`config.mk`:
```
export PLATFORM = sky130hd
export DESIGN_NAME = rs_pool
export DESIGN_NICKNAME = d
export VERILOG_FILES = /design/src/rtl/rs_pool_pkg.sv /design/src/rtl/rs_age_matrix.sv /design/src/rtl/rs_pool.sv
export SDC_FILE = /design/constraint.sdc
export NUM_CORES = 1
export LEC_CHECK = 0
export ABC_AREA = 1
export ABC_CLOCK_PERIOD_IN_PS = 4370
export CAP_MARGIN = 20
export CORE_MARGIN = 1.5
export CORE_UTILIZATION = 23
export CTS_CLUSTER_DIAMETER = 60
export DETAILED_ROUTE_END_ITERATION = 7
export GPL_TIMING_DRIVEN = 0
export PLACE_DENSITY = 0.36
export SYNTH_ARGS = -nofsm -noshare
export SYNTH_HDL_FRONTEND = slang
export SYNTH_SLANG_ARGS = --single-unit
```
`constraint.sdc`:
```
create_clock -name clock -period 4.37 [get_ports clock]
set_input_delay 0.6555 -clock clock [delete_from_list [all_inputs] [get_ports clock]]
set_output_delay 0.6555 -clock clock [all_outputs]
set_load 0.005 [all_outputs]
```
`src/rtl/rs_pool_pkg.sv`:
```
// Shared definitions for the reservation-station pool: packet, tag and entry types.
package rs_pool_pkg;

  localparam int unsigned RS_DEPTH = 8;
  localparam int unsigned TAG_W    = 6;
  localparam int unsigned INST_W   = 32;

  // CDB broadcast: a completing producer tag.
  typedef struct packed {
    logic             valid;
    logic [TAG_W-1:0] tag;
  } TAG;

  // Source operand: valid means the operand exists; ready means its value is available.
  typedef struct packed {
    logic             valid;
    logic             ready;
    logic [TAG_W-1:0] tag;
  } OPERAND;

  typedef struct packed {
    logic              valid;
    logic              illegal;
    logic [INST_W-1:0] inst;
    logic [TAG_W-1:0]  dest_tag;
    OPERAND            t1;
    OPERAND            t2;
  } ID_EX_PACKET;

  typedef struct packed {
    logic        busy;
    ID_EX_PACKET pkt;
  } rs_entry_t;

  // Operand no longer blocks issue.
  function automatic logic operand_ok(input OPERAND op);
    return !op.valid || op.ready;
  endfunction

  // Mark an operand ready when the broadcast tag matches it; absent operands never match.
  function automatic OPERAND operand_wake(input OPERAND op, input TAG bc);
    OPERAND r;
    r = op;
    if (bc.valid && op.valid && (op.tag == bc.tag)) r.ready = 1'b1;
    return r;
  endfunction

endpackage

```
`src/rtl/rs_age_matrix.sv`:
```
// Age matrix: tracks allocation order and grants the oldest ready entry (one-hot).
module rs_age_matrix
  import rs_pool_pkg::*;
#(
  parameter int unsigned DEPTH = RS_DEPTH
) (
  input  logic             clock,
  input  logic             reset,
  input  logic             clear_i,
  input  logic [DEPTH-1:0] alloc_i,
  input  logic [DEPTH-1:0] ready_i,
  output logic [DEPTH-1:0] grant_o
);

  // older_q[j][i] set means entry j was allocated before entry i.
  logic [DEPTH-1:0] older_q [DEPTH];
  logic [DEPTH-1:0] older_d [DEPTH];

  // Matrix register; reset and flush wipe all ordering.
  always_ff @(posedge clock) begin
    if (reset || clear_i) begin
      for (int i = 0; i < DEPTH; i++) older_q[i] <= '0;
    end else begin
      for (int i = 0; i < DEPTH; i++) older_q[i] <= older_d[i];
    end
  end

  // A newly allocated entry is younger than every other entry; stale bits of free entries are masked by ready.
  always_comb begin
    for (int i = 0; i < DEPTH; i++) older_d[i] = older_q[i];
    for (int k = 0; k < DEPTH; k++) begin
      if (alloc_i[k]) begin
        for (int j = 0; j < DEPTH; j++) begin
          older_d[k][j] = 1'b0;
          older_d[j][k] = (j != k);
        end
      end
    end
  end

  // Grant a ready entry when no older entry is also ready.
  always_comb begin
    grant_o = '0;
    for (int i = 0; i < DEPTH; i++) begin
      logic blocked;
      blocked = 1'b0;
      for (int j = 0; j < DEPTH; j++) begin
        if ((j != i) && ready_i[j] && older_q[j][i]) blocked = 1'b1;
      end
      grant_o[i] = ready_i[i] && !blocked;
    end
  end

endmodule

```
`src/rtl/rs_pool.sv`:
```
// Reservation-station pool: allocate on dispatch, wake on CDB, issue oldest ready entry.
module rs_pool
  import rs_pool_pkg::*;
#(
  parameter int unsigned DEPTH         = RS_DEPTH,
  parameter bit          WAKEUP_BYPASS = 1'b1
) (
  input  logic                       clock,
  input  logic                       reset,
  input  logic                       dispatch_valid,
  input  ID_EX_PACKET                dispatch_pkt,
  output logic                       dispatch_ready,
  input  TAG                         cdb,
  input  logic                       flush,
  input  logic                       issue_ready,
  output logic                       issue_valid,
  output ID_EX_PACKET                issue_pkt,
  output logic [$clog2(DEPTH+1)-1:0] free_count,
  output logic                       full,
  output logic                       empty
);

  localparam int unsigned CNT_W = $clog2(DEPTH+1);

  rs_entry_t        entry_q [DEPTH];
  rs_entry_t        entry_d [DEPTH];
  logic [CNT_W-1:0] busy_cnt_c;
  logic [DEPTH-1:0] ready_c;
  logic [DEPTH-1:0] grant_c;
  logic [DEPTH-1:0] alloc_c;
  logic             accept_c;
  logic             issue_fire_c;

  // Entry storage register.
  always_ff @(posedge clock) begin
    if (reset) begin
      for (int i = 0; i < DEPTH; i++) entry_q[i] <= '0;
    end else begin
      for (int i = 0; i < DEPTH; i++) entry_q[i] <= entry_d[i];
    end
  end

  // Occupancy status from registered busy bits only.
  always_comb begin
    busy_cnt_c = '0;
    for (int i = 0; i < DEPTH; i++) busy_cnt_c = busy_cnt_c + CNT_W'(entry_q[i].busy);
    full           = (busy_cnt_c == CNT_W'(DEPTH));
    empty          = (busy_cnt_c == '0);
    free_count     = CNT_W'(DEPTH) - busy_cnt_c;
    dispatch_ready = !full;
  end

  // Per-entry readiness: busy with all present operands available.
  always_comb begin
    for (int i = 0; i < DEPTH; i++) begin
      ready_c[i] = entry_q[i].busy && operand_ok(entry_q[i].pkt.t1) &&
                   operand_ok(entry_q[i].pkt.t2);
    end
  end

  rs_age_matrix #(.DEPTH(DEPTH)) u_age (
    .clock   (clock),
    .reset   (reset),
    .clear_i (flush),
    .alloc_i (alloc_c),
    .ready_i (ready_c),
    .grant_o (grant_c)
  );

  // Issue port: oldest ready packet, zeroed when nothing issues.
  always_comb begin
    issue_valid = (|ready_c) && !flush;
    issue_pkt   = '0;
    if (issue_valid) begin
      for (int i = 0; i < DEPTH; i++) begin
        if (grant_c[i]) issue_pkt = entry_q[i].pkt;
      end
    end
  end

  // Dispatch acceptance and lowest-index free slot selection.
  always_comb begin
    logic found;
    found    = 1'b0;
    alloc_c  = '0;
    accept_c = dispatch_valid && !full && dispatch_pkt.valid && !dispatch_pkt.illegal && !flush;
    for (int i = 0; i < DEPTH; i++) begin
      if (!found && !entry_q[i].busy) begin
        alloc_c[i] = accept_c;
        found      = 1'b1;
      end
    end
  end

  // Next entry state: wakeup, free on issue, allocate, flush overrides everything.
  always_comb begin
    issue_fire_c = issue_valid && issue_ready;
    for (int i = 0; i < DEPTH; i++) begin
      entry_d[i] = entry_q[i];
      if (entry_q[i].busy) begin
        entry_d[i].pkt.t1 = operand_wake(entry_q[i].pkt.t1, cdb);
        entry_d[i].pkt.t2 = operand_wake(entry_q[i].pkt.t2, cdb);
      end
      if (issue_fire_c && grant_c[i]) entry_d[i].busy = 1'b0;
      if (alloc_c[i]) begin
        entry_d[i].busy = 1'b1;
        entry_d[i].pkt  = dispatch_pkt;
        if (WAKEUP_BYPASS) begin
          entry_d[i].pkt.t1 = operand_wake(dispatch_pkt.t1, cdb);
          entry_d[i].pkt.t2 = operand_wake(dispatch_pkt.t2, cdb);
        end
      end
      if (flush) entry_d[i].busy = 1'b0;
    end
  end

endmodule

```
## After elaboration in Yosys (flattened, before gate mapping)

Memory sizes are Yosys's and may differ from the RTL's.
Index checks and enable logic that the tools add are counted.

| operators by class | value |
|---|---|
| reductions and logical operators | 196 |
| mux-type cells | 216 |
| add/subtract/negate cells | 8 |
| equality and inequality tests | 19 |
| bitwise gates (word level) | 16 |

Operators with widths:

| cell | number |
|---|---|
| 57-bit two-way mux | 16 |
| 56-bit two-way mux | 9 |
| 1-bit two-way mux | 167 |
| 1-bit logical AND | 137 |
| 8-bit two-way mux | 16 |
| 15-bit two-way mux | 8 |
| 6-bit == test | 18 |
| 1-bit zero test | 40 |
| 1-bit logical OR | 17 |
| 4-bit by 1-bit adder with 4-bit output | 4 |
| 1-bit OR | 16 |
| 8-bit OR reduction | 1 |
| 3-bit by 1-bit adder with 4-bit output | 1 |
| 4-bit == test (second input constant) | 1 |
| 4-bit zero test | 1 |
| 4-bit subtractor (first input constant) | 1 |
| 2-bit by 1-bit adder with 3-bit output | 1 |
| 1-bit by 1-bit adder with 2-bit output | 1 |

| storage, ports and cells | value |
|---|---|
| memories | 2 |
| word-level logic and storage cells | 457 |
| register bits | 0 |
| RAM bits | 520 |
| output and inout bits | 64 |

Memories:

| memory | depth | width | read ports | clocked after Yosys merged registers in | wr ports | line | text |
|---|---|---|---|---|---|---|---|
| entry_q | 8 | 57 | 8 | 0 | 8 | rs_pool.sv:25 | `rs_entry_t entry_q [DEPTH];` |
| u_age.older_q | 8 | 8 | 8 | 0 | 8 | rs_age_matrix.sv:16 | `logic [DEPTH-1:0] older_q [DEPTH];` |

## Depth between registers and ports, before layout

Gate-level depths: netlist of run 1.

| depth | value |
|---|---|
| depth in word-level cells | 24 |
| mapped depth | 21 |

## Modules after synthesis

A second synthesis of run 1 with hierarchy kept.

| second synthesis, totals | value |
|---|---|
| cells, all modules | 3599 |
| area total of the unflattened synthesis | 24379.6 um^2 |

Modules (own cells, without submodules):

| module | cells each | instances | sequential area each (um^2) | area each (um^2) |
|---|---|---|---|---|
| rs_pool | 3260 | 1 | 9128.8 | 22117.5 |
| rs_age_matrix | 339 | 1 | 1121.1 | 2262.2 |

## Least setup slack after synthesis of run 1

No wires, ideal clock.

| timing | value |
|---|---|
| path type | register to register |
| from | memory entry_q[1][56] (netlist bit) |
| to | memory entry_q[0][102] (netlist bit) |
| data required time | 4242 ps |
| arrival time | 3887 ps |
| slack | 355 ps |
| period minus slack after synthesis | 4015 ps |
| cell stages (with the launch flop) | 19 |
| cells stage by stage | dfxtp_1 > fa_1 > inv_1 > fa_1 > fa_1 > inv_1 > ha_1 > inv_1 > fa_1 > ha_1 > inv_1 > nor2_1 > nand2_2 > nand2_4 > inv_2 > nand3_1 > buf_2 > buf_1 > a21oi_1 |

RTL lines:

| item | line |
|---|---|
| start: declaration | rs_pool.sv:25 |

==> reports/metrics.yaml, run 1 <==
worst-setup-path-type: "flip-flop to output port"
netlist-cell-type-count: 46
muxShareOfSynthArea_pct: 0
period_share_pct: 109
synth_top_family_by_area: "compound AO/OA/AOI/OAI gates"
rrSetupSlack_ns: -0.29
holdBufCountCts: 0
yosysWarnings: 0
p_per_area_nw_per_um2: 344
syn2layout_area_growth_pct: 40.3
coreArea_um2: 112000
final_cell_mix: "inv_1 (702), nand2_1 (696), dfxtp_1 (502)"
skew_ns: 0.0315
worstPathCellList: "fa_2 > inv_2 > fa_1 > fa_1 > inv_1 > ha_2 > inv_2 > fa_2 > ha_4 > inv_4 > buf_4 > buf_6 > nor3_2 > buf_2"
htree_levels: 3
num_antenna_cells: 0
grt_pass1_wl_mm: 189
dp_hpwl_mm: 96.9
gr-total-overflow: 0
timing.fmax_mhz: 209
gpl.final_weighted_congestion: 0.929
drt-initial-drc-count: 2073
cp_max_fo: 2
clock-root-buffer: "clkbuf_16"
routedWlPerCell_um: 23.3
cts_tree: "built"
placed_cell_area_um2: 29300
insertion_delay_ns: 0.66
whs_path_depth: 2
drive_gt1_share_pct: 19.5
synth_edf_count: 0
yosysSeqAreaShare_pct: 39.3
die_h_um: 340
syn_area_per_cell_um2: 6.67
synth_area_um2: 26100
hold_violations: 0
worstPathRequired_ns: 3.71
initial_core_util_pct: 23.2
die_x_um: 340
ctsLongestPathBuffers: 3
fin_ws_ns: -0.410
postSynth.asyncResetShare_pct: 0
max_cap_viol_count: 0
synth_xor_area_share_pct: 1.31
hold_start: "entry_q[1][168]"
setup_violations: 431
hold_end: "entry_q[1][168]"
vias: 27700
ir_drop_v: 0.000251
drv_slew: 0
reg2reg_depth: 23
r2r_start: "entry_q[1][227]"
dr.pass1.iters: 6
leakagePower_uw: 0.0143
die_area_um2: 115000
drcViolationCount: 0
status: "finished, violations left"
routed_via_density: 4.78
wl_mm: 135
stdcell_area_um2: 36600
grt_max_degree: 12
antenna_found_initial: 3
cts.sinks: 512
numPortBuffers: 124
syn_nets: 3983
cts-buffers-inserted: 84
hold_path_class: "flip-flop to flip-flop"
critical_path_arrival_ns: 4.12
relSlewSlack_pct: 20.6
slowest_delay_ns: 0.62
worst_path_max_delay_cell: "fa_2"
end_kind: "output port"
worst_slew_pin_slew_ns: 1.19
rr_endpoint: "entry_q[0][108]"
rsz0062_at_grt: "yes"
row_count: 123
ys_ff_latch: 512
synth_fa_ha_area_share_pct: 0.499
synth_cells: 3907
io_pins: 132
fillers: 12400
track_usage_pct: 22.5
grt_pass1_vias: 26300
antenna_left: 0
final_nets: 4303
yosys.area_share.simple_pct: 18.9
fin_crit_ns: 4.78
synthFlopType: "dfxtp_1"
synth_compound_gate_area_share_pct: 24.6
startpoint_type: "flip-flop"
violations: "negative setup slack"
clkTransAtPathRegs_ns: 0.06
holdWs_ns: 0.437
mostFrequentLayoutCell: "inv_1"
==> synth_stat cells, types with 2 or more instances <==
cell | instances | share of area [%]
clkinv_1 | 3 | 0.043
a31oi_1 | 4 | 0.096
nor4_1 | 14 | 0.34
a21oi_1 | 440 | 8.4
nor4_4 | 2 | 0.16
inv_2 | 8 | 0.12
nor3_2 | 2 | 0.077
buf_4 | 20 | 0.58
nor3_1 | 12 | 0.23
nand4_1 | 24 | 0.58
nand3_2 | 4 | 0.15
fa_1 | 4 | 0.31
o211a_1 | 2 | 0.077
a211oi_2 | 40 | 1.9
o221ai_1 | 2 | 0.067
o21a_1 | 2 | 0.058
ha_1 | 4 | 0.19
nand2_2 | 3 | 0.072
xor2_1 | 26 | 0.87
buf_2 | 84 | 1.6
nand2_1 | 731 | 11
a211oi_1 | 70 | 2.0
xnor2_1 | 13 | 0.44
nand3_1 | 195 | 3.7
o21ai_0 | 531 | 10
nor2_2 | 3 | 0.072
clkbuf_1 | 156 | 2.2
dfxtp_1 | 512 | 39
nor2_4 | 2 | 0.086
buf_1 | 16 | 0.23
nor2_1 | 192 | 2.8
inv_1 | 713 | 10
o22ai_1 | 40 | 0.96
a221oi_1 | 12 | 0.40
buf_6 | 5 | 0.22
o2111ai_1 | 6 | 0.20
==> report_power, final <==
group	internal (uW)	switching [uW]
Combinational	170	452
Sequential	4690	13.5
Clock	4560	2680
==> layer usage <==
layer	part of all wire [%]	up-vias	GRT usage, %	wire length [um]
li1	-	13200	-	-
met1	47	13500	30.9	63200
met2	45	769	35.7	60400
met3	5.2	209	3.48	7070
met4	3.4	4	7.50	4560
met5	0.017	-	0	23
==> metrics by stage <==
stage,total power (uW),setup TNS [ns],instances,setup slack (ns),util (%)
2_1_floorplan,5030,0,3907,0.355,-
3_3_place_gp,5340,-520.58,5531,-1.42,25.9
3_5_place_dp,5350,-484.26,5540,-1.36,26.1
4_1_cts,12600,-15.75,5737,-0.451,30.6
5_1_grt,12900,-127.99,5793,-0.553,32.5
6_report,12600,-57.43,5793,-0.410,32.5
==> worst max path at each step <==
| stage | from | to | slack (ns) | cells past startpoint |
|---|---|---|---|---|
| 6_report | entry_q[1][227] | empty | -0.41 | 14 |
| 2_1_floorplan | entry_q[1][56] | entry_q[0][102] | 0.35 | 18 |
| 5_1_grt | entry_q[1][227] | full | -0.55 | 15 |
| 3_5_place_dp | entry_q[1][227] | entry_q[0][102] | -1.36 | 19 |
| 3_3_place_gp | entry_q[1][227] | entry_q[1][108] | -1.42 | 17 |
| 4_1_cts | entry_q[1][227] | full | -0.45 | 15 |
==> sequential cells by signal, summed over array words and instances, names as in the netlist <==
signal	cells
u_age.older_q	56
entry_q	456
==> timing repair <==
item / CTS / global route
resized for setup: 584 / 495
setup buffers: 39 / 36
setup endpoints to repair: 574 / 540
hold endpoints to repair: 0 / 0
gates cloned: 8 / 21
pin swaps: 61 / 28
==> logic make-up after synthesis <==
| kind of cell | after synthesis |
|---|---|
| compound gates | 1155 |
| buf+inv | 1005 |
| xor+xnor | 39 |
| flops | 512 |
| fa+ha+maj | 8 |
| simple gates | 1188 |
==> worst max-delay path, delay by kind of cell, from the launching register on <==
kind,cells,cell delay (ns)
adders and majority gates,6,2.46
buffers and inverters,7,0.57
DFF,1,0.35
and+or+nand+nor,1,0.08
==> layout make-up <==
cell class              count  area [um^2]  area share (%)
flip-flops and latches    512        10300            28.1
well taps                1500         1880            5.13
repair buffers            237         2810            7.68
multi-input cells        2390        13300            36.5
clock buffers             104         2290            6.26
plain buffers             278         2550            6.98
inverters                 724         2770            7.57
clock inverters            48          669            1.83
No activity file was read; power rests on OpenSTA's default activity.
==> run 2: changes to the inputs <==
--- a/config.mk
+++ b/config.mk
@@ -14,6 +14,7 @@
 export DETAILED_ROUTE_END_ITERATION = 7
 export GPL_TIMING_DRIVEN = 0
 export PLACE_DENSITY = 0.36
+export RECOVER_POWER = 25
 export SYNTH_ARGS = -nofsm -noshare
 export SYNTH_HDL_FRONTEND = slang
 export SYNTH_SLANG_ARGS = --single-unit
==> run 2 against run 1 <==
Against the previous run:
- the flow still finishes with violations (negative setup slack)
- worst setup slack gained 0.0017 ns
- sequential cell count did not move
- count of clock-buffer cells in the layout unchanged
- design area is essentially flat
- critical endpoint unchanged
- power hardly changed
- critical path depth is the same
==> reports/metrics.yaml, run 2 (synthesized netlist as in run 1, its figures left out) <==
ir_drop_v: 0.000250
period_share_pct: 109
cts_tree: "built"
antenna_left: 0
final_cell_mix: "inv_1 (702), nand2_1 (697), dfxtp_1 (502)"
relSlewSlack_pct: 25.1
critical_path_arrival_ns: 4.12
drive_gt1_share_pct: 19.4
insertion_delay_ns: 0.66
antenna_found_initial: 3
htree_levels: 3
final_nets: 4303
max_cap_viol_count: 0
p_per_area_nw_per_um2: 344
path_delay_family: "adder cells"
gr-total-overflow: 0
violations: "negative setup slack"
drt-initial-drc-count: 2141
finalSetupTns_ns: -58.42
io_pins: 132
top_regs: "entry_q (456), u_age.older_q (56)"
largest_register: "entry_q"
mostFrequentLayoutCell: "inv_1"
track_usage_pct: 22.5
cts.sinks: 512
num_antenna_cells: 0
skew_ns: 0.0342
routedWlPerCell_um: 23.3
cp_max_fo: 2
grt_pass1_wl_mm: 189
placed_cell_area_um2: 29300
stdcell_area_um2: 36500
vias: 27700
clock-root-buffer: "clkbuf_16"
worstPathRequired_ns: 3.71
die_h_um: 340
hold_path_class: "flip-flop to flip-flop"
worst_path_max_delay_cell: "fa_2"
dp_hpwl_mm: 96.9
startpoint_type: "flip-flop"
drv_slew: 0
syn2layout_area_growth_pct: 40.1
fin_crit_ns: 4.78
largest_reg_flops: 456
die_area_um2: 115000
fin_ws_ns: -0.408
setup_violations: 446
die_x_um: 340
drcViolationCount: 0
worst-setup-path-type: "flip-flop to output port"
timing.fmax_mhz: 209
cts-buffers-inserted: 84
dr.pass1.iters: 6
coreArea_um2: 112000
clkTransAtPathRegs_ns: 0.06
rsz0062_at_grt: "yes"
numPortBuffers: 124
grt_max_degree: 12
ctsLongestPathBuffers: 3
grt_pass1_vias: 26300
slowest_delay_ns: 0.62
worst_slew_pin_slew_ns: 1.12
worstPathCellList: "fa_2 > inv_2 > fa_1 > fa_1 > inv_1 > ha_2 > inv_2 > fa_2 > ha_4 > inv_4 > buf_4 > buf_6 > nor3_2 > buf_2"
hold_violations: 0
leakagePower_uw: 0.0143
row_count: 123
wl_mm: 135
initial_core_util_pct: 23.2
critPathBufInv: 7
status: "finished, violations left"
holdBufCountCts: 0
end_kind: "output port"
gpl.final_weighted_congestion: 0.929
routed_via_density: 4.79
-- run 2: changes by cell type in the layout (fill, tap and decap cells not counted), moves of 2 or more --
| cell | delta |
|---|---|
| clkbuf_1 | +2 |
| buf_4 | -3 |
| nor2_2 | +2 |
| nor2_4 | -2 |
| clkbuf_2 | +3 |
-- run 2: final timing paths --
| check | slack (ns) | endpoint | cells after the start | from |
|---|---|---|---|---|
| max | -0.41 | empty | 14 | entry_q[1][227] |
| min | 0.44 | entry_q[1][168] | 2 | entry_q[1][168] |
| max reg2reg | -0.29 | entry_q[0][108] | 23 | entry_q[1][227] |
| min reg2reg | 0.44 | entry_q[1][168] | 2 | entry_q[1][168] |
-- run 2: layout make-up --
cell class                 count  area [um^2]
tap                         1500         1880
clock inverter                48          669
fill                       12400        76000
buffer                       278         2540
multi-input combinational   2390        13300
clock buffer                 104         2290
timing repair buffer         237         2810
inverter                     724         2770
sequential                   512        10300
-- run 2: through the flow --
stage | total power [uW] | util, % | hold slack [ns] | std cells | setup slack, ns
floorplan | 5030 | - | 0.416 | 3907 | 0.355
global placement | 5340 | 25.9 | 0.433 | 5531 | -1.42
detailed placement | 5350 | 26.1 | 0.430 | 5540 | -1.36
CTS | 12600 | 30.6 | 0.439 | 5737 | -0.451
global route | 12900 | 32.5 | 0.460 | 5793 | -0.553
finish | 12600 | 32.5 | 0.435 | 5793 | -0.408
-- run 2: repair_timing --
action / 4_1_cts / 5_1_grt
pin swaps: 61 / 28
gates resized for setup: 584 / 495
gates cloned: 8 / 21
setup buffers: 39 / 36
endpoints found under the setup margin: 574 / 540
-- run 2: worst reg2reg max path: stages, from the launching register on --
cell and delay (ns):
dfxtp_4 0.35, fa_2 0.62, inv_2 0.05, fa_1 0.49, fa_1 0.41, inv_1 0.08, ha_2 0.18, inv_2 0.04
fa_2 0.60, ha_4 0.16, inv_4 0.04, nor2_4 0.13, nand2_4 0.08, buf_4 0.16, nand2_8 0.10, buf_12 0.13
inv_8 0.04, buf_8 0.13, nand3_4 0.15, buf_12 0.17, buf_16 0.16, buf_12 0.14, o21ai_2 0.06, a21oi_2 0.12
-- run 2: report_power, final --
part           internal (uW)  total [uW]  switching [uW]
clock network           4560        7240            2680
registers               4690        4700            13.6
logic                    170         622             452
total                   9420       12600            3150
-- run 2: metal layers --
| metal | share of wire, % | track usage [%] | vias up |
|---|---|---|---|
| met3 | 5.3 | 3.48 | 206 |
| li1 | - | - | 13200 |
| met4 | 3.4 | 7.50 | 4 |
| met1 | 47 | 30.9 | 13500 |
| met5 | 0.017 | 0 | - |
| met2 | 45 | 35.7 | 761 |
